$ cat src/rtl/add_station_if.sv
// Issue port, busy mask and common-data-bus signals of one add reservation station.
// master = issue unit / bus side, slave = the station itself.
interface add_station_if;
  logic       issue_valid;
  logic       issue_op;
  logic [8:0] issue_vj;
  logic [8:0] issue_vk;
  logic [2:0] issue_qj;
  logic [2:0] issue_qk;
  logic       issue_ready;
  logic [2:0] issue_tag;
  logic [2:0] add_full;
  logic       cdb_in_valid;
  logic [2:0] cdb_in_tag;
  logic [8:0] cdb_in_value;
  logic       cdb_out_valid;
  logic [2:0] cdb_out_tag;
  logic [8:0] cdb_out_value;
  logic       cdb_grant;

  modport master (
    output issue_valid, issue_op, issue_vj, issue_vk, issue_qj, issue_qk,
    output cdb_in_valid, cdb_in_tag, cdb_in_value, cdb_grant,
    input  issue_ready, issue_tag, add_full,
    input  cdb_out_valid, cdb_out_tag, cdb_out_value
  );

  modport slave (
    input  issue_valid, issue_op, issue_vj, issue_vk, issue_qj, issue_qk,
    input  cdb_in_valid, cdb_in_tag, cdb_in_value, cdb_grant,
    output issue_ready, issue_tag, add_full,
    output cdb_out_valid, cdb_out_tag, cdb_out_value
  );
endinterface

$ cat src/rtl/add_station.sv
// Three-entry add/sub reservation station with one multi-cycle adder; result held on
// cdb_out until cdb_grant, issue accepted only when an entry is free (registered state).
module add_station #(
  parameter int ADD_LAT  = 2,
  parameter int TAG_BASE = 1
) (
  input logic          clk,
  input logic          rst,
  add_station_if.slave bus
);
  localparam logic [2:0] TAG0 = 3'(TAG_BASE);
  localparam logic [2:0] LAT  = 3'(ADD_LAT);

  typedef struct packed {
    logic [2:0] q;
    logic [8:0] v;
  } opnd_t;

  typedef struct packed {
    logic  busy;
    logic  disp;
    logic  op;
    opnd_t j;
    opnd_t k;
  } ent_t;

  typedef enum logic [1:0] {S_IDLE, S_EXEC, S_DONE} state_t;

  ent_t       ent [3];
  state_t     state;
  state_t     state_nxt;
  logic [2:0] cnt;
  logic [1:0] cur;
  logic [8:0] result;

  logic [1:0] free_idx;
  logic [1:0] rdy_idx;
  logic       any_free;
  logic       any_rdy;
  logic       own_bcast;
  logic [2:0] own_tag;
  logic       accept;
  logic       dispatch;
  logic       expire;
  opnd_t      iss_j;
  opnd_t      iss_k;
  opnd_t      wk_j [3];
  opnd_t      wk_k [3];

  // A pending operand picks up whichever bus currently carries its producer tag.
  function automatic opnd_t snoop(
    input opnd_t      o,
    input logic       iv,
    input logic [2:0] it,
    input logic [8:0] ival,
    input logic       ov,
    input logic [2:0] ot,
    input logic [8:0] oval
  );
    opnd_t r;
    r = o;
    if (o.q != 3'd0) begin
      if (iv && o.q == it) begin
        r.q = 3'd0;
        r.v = ival;
      end else if (ov && o.q == ot) begin
        r.q = 3'd0;
        r.v = oval;
      end
    end
    return r;
  endfunction

  always_comb begin
    free_idx = 2'd0;
    any_free = 1'b0;
    rdy_idx  = 2'd0;
    any_rdy  = 1'b0;
    for (int i = 2; i >= 0; i--) begin
      if (!ent[i].busy) begin
        free_idx = 2'(i);
        any_free = 1'b1;
      end
      if (ent[i].busy && !ent[i].disp && ent[i].j.q == 3'd0 && ent[i].k.q == 3'd0) begin
        rdy_idx = 2'(i);
        any_rdy = 1'b1;
      end
    end
  end

  assign own_tag   = TAG0 + {1'b0, cur};
  assign own_bcast = (state == S_DONE) && bus.cdb_grant;
  assign accept    = bus.issue_valid && any_free;
  assign dispatch  = (state == S_IDLE) && any_rdy;
  assign expire    = (state == S_EXEC) && (cnt == 3'd1);

  always_comb begin
    iss_j = snoop({bus.issue_qj, bus.issue_vj}, bus.cdb_in_valid, bus.cdb_in_tag,
                  bus.cdb_in_value, own_bcast, own_tag, result);
    iss_k = snoop({bus.issue_qk, bus.issue_vk}, bus.cdb_in_valid, bus.cdb_in_tag,
                  bus.cdb_in_value, own_bcast, own_tag, result);
    for (int i = 0; i < 3; i++) begin
      wk_j[i] = snoop(ent[i].j, bus.cdb_in_valid, bus.cdb_in_tag, bus.cdb_in_value,
                      own_bcast, own_tag, result);
      wk_k[i] = snoop(ent[i].k, bus.cdb_in_valid, bus.cdb_in_tag, bus.cdb_in_value,
                      own_bcast, own_tag, result);
    end
  end

  // Freeing (grant) and allocation never hit the same entry: allocation uses registered busy.
  always_ff @(posedge clk or posedge rst) begin
    if (rst) begin
      for (int i = 0; i < 3; i++) ent[i] <= '0;
    end else begin
      for (int i = 0; i < 3; i++) begin
        ent[i].j <= wk_j[i];
        ent[i].k <= wk_k[i];
        if (dispatch && rdy_idx == 2'(i)) ent[i].disp <= 1'b1;
        if (own_bcast && cur == 2'(i)) begin
          ent[i].busy <= 1'b0;
          ent[i].disp <= 1'b0;
        end
        if (accept && free_idx == 2'(i)) begin
          ent[i].busy <= 1'b1;
          ent[i].disp <= 1'b0;
          ent[i].op   <= bus.issue_op;
          ent[i].j    <= iss_j;
          ent[i].k    <= iss_k;
        end
      end
    end
  end

  always_ff @(posedge clk or posedge rst) begin
    if (rst) state <= S_IDLE;
    else     state <= state_nxt;
  end

  always_comb begin
    state_nxt = state;
    case (state)
      S_IDLE:  if (any_rdy) state_nxt = S_EXEC;
      S_EXEC:  if (cnt == 3'd1) state_nxt = S_DONE;
      S_DONE:  if (bus.cdb_grant) state_nxt = S_IDLE;
      default: state_nxt = S_IDLE;
    endcase
  end

  always_ff @(posedge clk or posedge rst) begin
    if (rst) begin
      cnt    <= 3'd0;
      cur    <= 2'd0;
      result <= 9'd0;
    end else begin
      if (dispatch) begin
        cur <= rdy_idx;
        cnt <= LAT;
      end else if (state == S_EXEC) begin
        cnt <= cnt - 3'd1;
      end
      if (expire) begin
        result <= ent[cur].op ? (ent[cur].j.v - ent[cur].k.v) : (ent[cur].j.v + ent[cur].k.v);
      end
    end
  end

  always_comb begin
    bus.cdb_out_valid = 1'b0;
    bus.cdb_out_tag   = 3'd0;
    bus.cdb_out_value = 9'd0;
    if (state == S_DONE) begin
      bus.cdb_out_valid = 1'b1;
      bus.cdb_out_tag   = own_tag;
      bus.cdb_out_value = result;
    end
  end

  assign bus.issue_ready = any_free;
  assign bus.issue_tag   = any_free ? (TAG0 + {1'b0, free_idx}) : TAG0;
  assign bus.add_full    = {ent[2].busy, ent[1].busy, ent[0].busy};
endmodule

$ cat src/flat_wrapper.sv
// flat-port wrapper written by rule: the top's interface ports become plain ports
module add_station_flat 
#(
  parameter int ADD_LAT  = 2,
  parameter int TAG_BASE = 1
)
  (clk, rst, bus_issue_valid, bus_issue_op, bus_issue_vj, bus_issue_vk, bus_issue_qj, bus_issue_qk, bus_cdb_in_valid, bus_cdb_in_tag, bus_cdb_in_value, bus_cdb_grant, bus_issue_ready, bus_issue_tag, bus_add_full, bus_cdb_out_valid, bus_cdb_out_tag, bus_cdb_out_value);
  add_station_if bus_i ();
  input logic clk;
  input logic rst;
  input wire logic [$bits(bus_i.issue_valid)-1:0] bus_issue_valid;
  input wire logic [$bits(bus_i.issue_op)-1:0] bus_issue_op;
  input wire logic [$bits(bus_i.issue_vj)-1:0] bus_issue_vj;
  input wire logic [$bits(bus_i.issue_vk)-1:0] bus_issue_vk;
  input wire logic [$bits(bus_i.issue_qj)-1:0] bus_issue_qj;
  input wire logic [$bits(bus_i.issue_qk)-1:0] bus_issue_qk;
  input wire logic [$bits(bus_i.cdb_in_valid)-1:0] bus_cdb_in_valid;
  input wire logic [$bits(bus_i.cdb_in_tag)-1:0] bus_cdb_in_tag;
  input wire logic [$bits(bus_i.cdb_in_value)-1:0] bus_cdb_in_value;
  input wire logic [$bits(bus_i.cdb_grant)-1:0] bus_cdb_grant;
  output wire logic [$bits(bus_i.issue_ready)-1:0] bus_issue_ready;
  output wire logic [$bits(bus_i.issue_tag)-1:0] bus_issue_tag;
  output wire logic [$bits(bus_i.add_full)-1:0] bus_add_full;
  output wire logic [$bits(bus_i.cdb_out_valid)-1:0] bus_cdb_out_valid;
  output wire logic [$bits(bus_i.cdb_out_tag)-1:0] bus_cdb_out_tag;
  output wire logic [$bits(bus_i.cdb_out_value)-1:0] bus_cdb_out_value;
  assign bus_i.issue_valid = bus_issue_valid;
  assign bus_i.issue_op = bus_issue_op;
  assign bus_i.issue_vj = bus_issue_vj;
  assign bus_i.issue_vk = bus_issue_vk;
  assign bus_i.issue_qj = bus_issue_qj;
  assign bus_i.issue_qk = bus_issue_qk;
  assign bus_i.cdb_in_valid = bus_cdb_in_valid;
  assign bus_i.cdb_in_tag = bus_cdb_in_tag;
  assign bus_i.cdb_in_value = bus_cdb_in_value;
  assign bus_i.cdb_grant = bus_cdb_grant;
  assign bus_issue_ready = bus_i.issue_ready;
  assign bus_issue_tag = bus_i.issue_tag;
  assign bus_add_full = bus_i.add_full;
  assign bus_cdb_out_valid = bus_i.cdb_out_valid;
  assign bus_cdb_out_tag = bus_i.cdb_out_tag;
  assign bus_cdb_out_value = bus_i.cdb_out_value;
  add_station #(.ADD_LAT(ADD_LAT), .TAG_BASE(TAG_BASE)) u_core (.clk(clk), .rst(rst), .bus(bus_i));
endmodule
$ cat config.mk
export PLATFORM = sky130hd
export DESIGN_NAME = add_station_flat
export DESIGN_NICKNAME = d
export VERILOG_FILES = /design/src/rtl/add_station_if.sv /design/src/rtl/add_station.sv /design/src/flat_wrapper.sv
export SDC_FILE = /design/constraint.sdc
export NUM_CORES = 1
export LEC_CHECK = 0
export BUFFER_PORTS_ARGS = -buffer_cell sky130_fd_sc_hd__buf_4
export CAP_MARGIN = 30
export CORE_MARGIN = 8
export CORE_UTILIZATION = 30
export DETAILED_ROUTE_END_ITERATION = 10
export GPL_ROUTABILITY_DRIVEN = 0
export PLACE_DENSITY_LB_ADDON = 0.08
export SLEW_MARGIN = 10
export SYNTH_ARGS = -nofsm -noshare
export SYNTH_HDL_FRONTEND = slang
export SYNTH_SLANG_ARGS = --single-unit
$ cat constraint.sdc
create_clock -name clk -period 3.21 [get_ports clk]
set_clock_uncertainty 0.15 [all_clocks]
set_input_delay 0.1605 -clock clk [delete_from_list [all_inputs] [get_ports clk]]
set_output_delay 0.1605 -clock clk [all_outputs]
set_load 0.01 [all_outputs]
==> results of run 1 <==
## registers in the layout (all words and copies together), names as in the netlist
name	cells
u_core.bus.add_full	3
u_core.cnt	3
u_core.ent	78
u_core.state	2
u_core.result	9
u_core.cur	2
## worst register-to-register path, stage by stage, from the launching register on
cell	delay, ns
dfrtp_2	0.45
buf_4	0.16
mux2_4	0.30
a22oi_2	0.25
a31o_2	0.24
o21ai_0	0.11
xnor2_1	0.15
ha_1	0.36
and2_1	0.19
a31oi_2	0.15
nor2b_2	0.17
xnor2_1	0.12
o21ai_1	0.07
## metrics by stage
step	std cells	util (%)	cell area, um^2	total power, uW
floorplan	768	-	7030	6210
global placement	1106	33.3	7750	7540
detailed placement	1106	33.3	7750	7640
CTS	1143	35.4	8230	8720
global route	1145	35.6	8280	9550
finish	1145	35.6	8280	8770
## logic make-up after synthesis
kind of cell | after synthesis | synth area share, %
and+or+nand+nor | 202 | 14.3
buffers and inverters | 90 | 6.49
AOI/OAI and AO/OA | 225 | 23.0
xor gates and xnor gates | 63 | 7.95
adders and majority gates | 16 | 2.95
DFF | 97 | 34.5
muxes | 74 | 10.7
other | 1 | 0.0533
## layout by cell type, fill, tap and decap left out, drive strengths merged, types with 2 or more instances in the layout
cell type    Yosys  routed
nand2          118     118
dfrtp           97      97
buf             52      96
o21ai           77      77
mux2i           69      69
o211ai          55      55
xnor2           46      46
o22ai           36      36
dlygate4sd3      0      21
nor2            20      20
o22a            18      18
xor2            17      17
a21oi           15      15
ha              15      15
nand4           14      14
inv             14      14
and2            13      13
clkbuf          23      11
nor3            10      10
nor2b            9       9
nand2b           6       6
o2bb2ai          5       5
mux2             5       5
nand3            4       4
clkinv           1       3
o21a             3       3
clkinvlp         0       3
nor4             3       3
a31oi            3       3
o31ai            2       2
and3             2       2
a22oi            2       2
a21boi           2       2
a211oi           2       2
a31o             2       2
## routing by layer
metal / vias to the layer above / wire length [um] / track usage [%]
met4: 0 / 458 / 5.12
met3: 23 / 1010 / 3.21
met2: 148 / 11500 / 29.0
met1: 2915 / 10800 / 21.2
li1: 2858 / - / -
met5: - / 0 / 0
## path summary, 6_finish.rpt
check	to	start	slack (ns)	cells past startpoint
worst max-delay path	u_core.result[6]	u_core.cur[1]	0.22	12
worst min-delay path	u_core.ent[10]	bus_issue_qk[1]	0.03	3
worst max register to register	u_core.result[6]	u_core.cur[1]	0.22	12
worst min register to register	u_core.cnt[1]	u_core.cnt[1]	0.36	2
max in group asynchronous	u_core.cur[0]	rst	1.86	4
min in group asynchronous	u_core.ent[30]	rst	0.29	3
## where the power goes
part	leakage [uW]	switching [uW]	internal, uW
combinational	0.00230	2810	2440
clock	0.000122	505	525
sequential	0.00119	665	1820
## layout make-up
cell class,instances,area [um^2]
Tap cell,319,399
Clock buffer,11,233
Sequential cell,97,2430
Multi-Input combinational cell,581,4170
Timing Repair Buffer,117,960
Inverter,15,60.1
Clock inverter,5,32.5
Fill cell,2428,15000
## timing repair
action | in CTS | in global routing
endpoints found under the hold margin | 82 | 0
resized for setup | 1 | 10
endpoints found under the setup margin | 1 | 5
hold buffers | 21 | 0
buffers inserted | 0 | 1
==> summary.txt, run 1 <==
Status
  • Status: complete, no violations

Power and ir drop
  • Power density cells: 1060 nW/um^2
  • Max IR drop VDD: 431 uV
  • Static leakage: 0.00361 uW

Final layout
  • ANT cells: 0
  • Layout cells sized above 1: 20.2%
  • P&R area growth vs syn: 17.8%
  • Nets: 879

STA
  • Fin Hold WS: 0.0265 ns
  • Period minus WS final: 2.99 ns
  • Hold Vio Cnt, Final: 0
  • Final Max Slew Viols: 0
  • Fmax: 335 MHz
  • Worst setup slack after layout: 0.222 ns
  • Slew HR: 52.0%
  • Unrepaired setup endpoints after global routing: no
  • Worst slew pin tran: 0.718 ns
  • Period utilization: 93.1%
  • # setup viols final: 0
  • Setup TNS: 0 ns

Placement
  • IO buf count: 60
  • Place WS: -0.0231 ns
  • DP HPWL: 17100 um

Critical path
  • WP buf/inv: 1
  • Worst-path fanout max: 5
  • Largest stage delay on the critical path: 0.45 ns
  • Startpoint Class: flop
  • Crit. End Element: flop
  • Worst path cell trace: buf_4 -> mux2_4 -> a22oi_2 -> a31o_2 -> o21ai_0 -> xnor2_1 -> ha_1 -> and2_1 -> a31oi_2 -> nor2b_2 -> xnor2_1 -> o21ai_1
  • CP dominant cell by count: xnor2_1
  • Worst setup path category: reg -> reg
  • Req. time, crit path: 3.28 ns
  • Critical Path AT: 3.06 ns
  • Critical path's top delay family: compound AO/OA/AOI/OAI gates
  • CP max-delay cell: dfrtp_2

Logic synthesis
  • Synthesized net count: 826
  • Mapped Area: 7030 um^2
  • Post-synth top cells: 115 x nand2_1, 97 x dfrtp_1, 69 x mux2i_1
  • FF+latch count, synth: 97
  • Number of flops mapped to enable cells by yosys: 0
  • Yosys top cell by area: dfrtp_1
  • Post-Synthesis Cells: 768
  • Top-count cell post-synth: nand2_1
  • Synth Flop Type: dfrtp_1
  • Ranking of synthesized cells by area: dfrtp_1 35%, mux2i_1 9.8%, nand2_1 6.1%
  • Share of flip-flops with an asynchronous set or reset: 100%
  • Post-synthesis average cell area: 9.16 um^2
  • Top cell type's share of synthesized area: 34.5%
  • Seq/Total Area, Yosys: 34.5%
  • Synth cell types: 60
  • Syn. warnings: 0

Floorplanning
  • Initial Utilization: 30.2%
  • DIE WIDTH: 169 um
  • Core Rows: 56
  • Die Area: 28600 um^2
  • Die Y-Extent: 169 um
  • Core Region: 23300 um^2
  • I/O pin count: 62

Global routing
  • Largest net degree at the start of global routing: 54
  • First-pass GRT wire length: 37000 um
  • Total track usage: 16.9%
  • Vias in the first global route: 6190
  • Initial antenna violation count: 0
  • Congestion Overflow GR: 0

CTS
  • Clock latency on the worst-skew pair: 0.35 ns
  • TritonCTS clock tree: done
  • Root Driver: clkbuf_16
  • Reg clk slew, reported paths: 0.07 ns
  • Longest Clk Path Bufs: 2
  • H-tree depth: 3
  • CTS sink cnt: 97
  • CTS Buf Count: 9

Detailed routing
  • Initial drt markers: 372
  • Routed WL: 23800 um
  • DR vias/cell: 5.19
  • Residual DRC: 0
  • Final ANT Viol Nets: 0
  • DR vias: 5944
  • WL/cell: 20.7 um
  • 1st-pass router iterations: 4

Worst hold path
  • HP Class: in -> reg

Run
  • Max-Cap Viols: 0
Power figures use the tool's default switching activity.
==> run 2, diff against run 1 <==
BUFFER_PORTS_ARGS = -buffer_cell sky130_fd_sc_hd__buf_2   (was -buffer_cell sky130_fd_sc_hd__buf_4)
==> summary.txt, run 2 (same netlist as run 1, synthesis figures left out) <==
Floorplanning
  • Core Region: 23300 um^2
  • I/O pin count: 62
  • Die Area: 28600 um^2
  • DIE WIDTH: 169 um
  • Core Rows: 56
  • Die Y-Extent: 169 um
  • Initial Utilization: 30.2%

CTS
  • Longest Clk Path Bufs: 2
  • Reg clk slew, reported paths: 0.07 ns
  • CTS sink cnt: 97
  • Root Driver: clkbuf_16
  • CTS Buf Count: 9
  • H-tree depth: 3
  • TritonCTS clock tree: done
  • Clock latency on the worst-skew pair: 0.35 ns

Placement
  • IO buf count: 60
  • Placed Instance Area: 7620 um^2
  • DP HPWL: 17100 um
  • DP Cell Count: 1107
  • Place WS: -0.0232 ns

Power and ir drop
  • Cell Int Power: 4870 uW
  • Sequential power share: 28.4%
  • Clock power share: 13.3%
  • Static leakage: 0.00355 uW
  • Max IR drop VDD: 549 uV
  • Power density cells: 1090 nW/um^2
  • P_sw: 3900 uW
  • Switching share of total power: 44.4%
  • Comb power frac: 58.3%

Status
  • Status: complete, no violations

Critical path
  • Crit. End Element: flop
  • Req. time, crit path: 3.27 ns
  • Worst setup path category: reg -> reg
  • Largest stage delay on the critical path: 0.45 ns
  • Critical Path AT: 3.10 ns
  • Worst path cell trace: buf_4 -> mux2_4 -> a22oi_2 -> a31o_2 -> o21ai_0 -> xnor2_1 -> ha_1 -> and2_1 -> a31oi_1 -> nor2b_2 -> xnor2_1 -> o21ai_1
  • CP max-delay cell: dfrtp_2
  • Worst-path fanout max: 5
  • CP dominant cell by count: xnor2_1
  • Startpoint Class: flop

Detailed routing
  • Residual DRC: 0
  • Routed WL: 23600 um
  • DR vias/cell: 5.29
  • WL/cell: 20.8 um
  • 1st-pass router iterations: 5
  • Final ANT Viol Nets: 0
  • DR vias: 5994
  • Initial drt markers: 444

STA
  • Slew HR: 52.0%
  • Worst slew pin tran: 0.719 ns
  • Worst setup slack after layout: 0.167 ns
  • Hold Vio Cnt, Final: 0
  • Fin Hold WS: 0.00126 ns
  • Period utilization: 94.8%
  • Period minus WS final: 3.04 ns
  • Fmax: 329 MHz
  • # setup viols final: 0
  • Final Max Slew Viols: 0
  • Setup TNS: 0 ns

Final layout
  • Regs by FF count: u_core.ent (78), u_core.result (9)
  • Top reg by flops: u_core.ent
  • ANT cells: 0
  • Max reg flops: 78
  • Most frequent cells in the layout: 115 x nand2_1, 96 x dfrtp_1, 69 x mux2i_1, 60 x buf_2, 57 x o21ai_1
  • Post-route cell area: 8070 um^2
  • Layout cells sized above 1: 20.1%
  • Most common cell after layout, fill and taps aside: nand2_1
  • Non-Filler Instances: 1133
  • Nets: 869
  • Fillcell total: 2425
  • P&R area growth vs syn: 14.7%

Global routing
  • Congestion Overflow GR: 0
  • Initial antenna violation count: 1
  • Total track usage: 16.8%
  • Vias in the first global route: 6163
  • Largest net degree at the start of global routing: 61
  • First-pass GRT wire length: 37000 um

Worst hold path
  • HP Class: in -> reg

Run
  • Max-Cap Viols: 0
-- run 2: cell count changes in the layout (fill, tap and decap cells not counted), moves of 2 or more --
cell           change
buf_4             -61
buf_2             +60
dlygate4sd3_1     -10
bufinv_16          +2
clkinv_2           -2
clkinvlp_4         -2
-- run 2: repair_timing --
| action | in CTS | in global routing |
|---|---|---|
| hold buffers | 11 | 0 |
| gates resized for setup | 1 | 9 |
| endpoints found under the setup margin | 1 | 4 |
| pin swaps | 0 | 1 |
| hold endpoints to repair | 50 | 0 |
| setup buffers | 0 | 1 |
-- run 2: worst max-delay path: cells and delay by family (launching register included) --
| family | cells | cell delay, ns |
|---|---|---|
| flops | 1 | 0.45 |
| fa+ha+maj | 1 | 0.35 |
| xor+xnor | 2 | 0.26 |
| compound gates | 5 | 0.84 |
| mux | 1 | 0.30 |
| simple gates | 2 | 0.36 |
| buf+inv | 1 | 0.18 |
-- run 2: area by class of cell --
cell class | count | area [um^2] | share of cell area (%)
inverter | 15 | 60.1 | 0.745
multi-input combinational | 581 | 4170 | 51.6
clock buffer | 11 | 233 | 2.89
tap | 319 | 399 | 4.95
sequential | 97 | 2430 | 30.1
timing repair buffer | 107 | 713 | 8.84
clock inverter | 3 | 67.6 | 0.838
-- run 2: power groups by stage --
stage               clock (uW)  sequential, uW  combinational (uW)
detailed placement           0            2500                5010
global placement             0            2500                4920
finish                    1170            2490                5110
CTS                       1200            2490                5050
floorplan                    0            2160                4050
global route              1230            2580                5770
-- run 2: final timing paths --
check	start	to	slack (ns)	cells after the start
min	bus_issue_vj[8]	u_core.ent[20]	0.001	3
max reg2reg	u_core.cur[1]	u_core.result[6]	0.17	12
max in group asynchronous	rst	u_core.ent[21]	1.92	4
max	u_core.cur[1]	u_core.result[6]	0.17	12
min reg2reg	u_core.cnt[1]	u_core.cnt[1]	0.35	2
min in group asynchronous	rst	u_core.ent[30]	0.24	3
-- run 2: layer usage --
layer	global-route usage (%)	vias to the layer above	wire [um]
met5	0	-	13
met2	28.6	157	11400
li1	-	2817	-
met1	21.6	2991	10800
met3	2.54	27	807
met4	5.35	2	515
-- run 2: per-stage QoR --
| stage | utilization (%) | power [uW] |
|---|---|---|
| after floorplan | - | 6210 |
| after global placement | 32.8 | 7420 |
| after detailed placement | 32.8 | 7510 |
| after CTS | 34.5 | 8740 |
| after global routing | 34.7 | 9580 |
| final | 34.7 | 8770 |
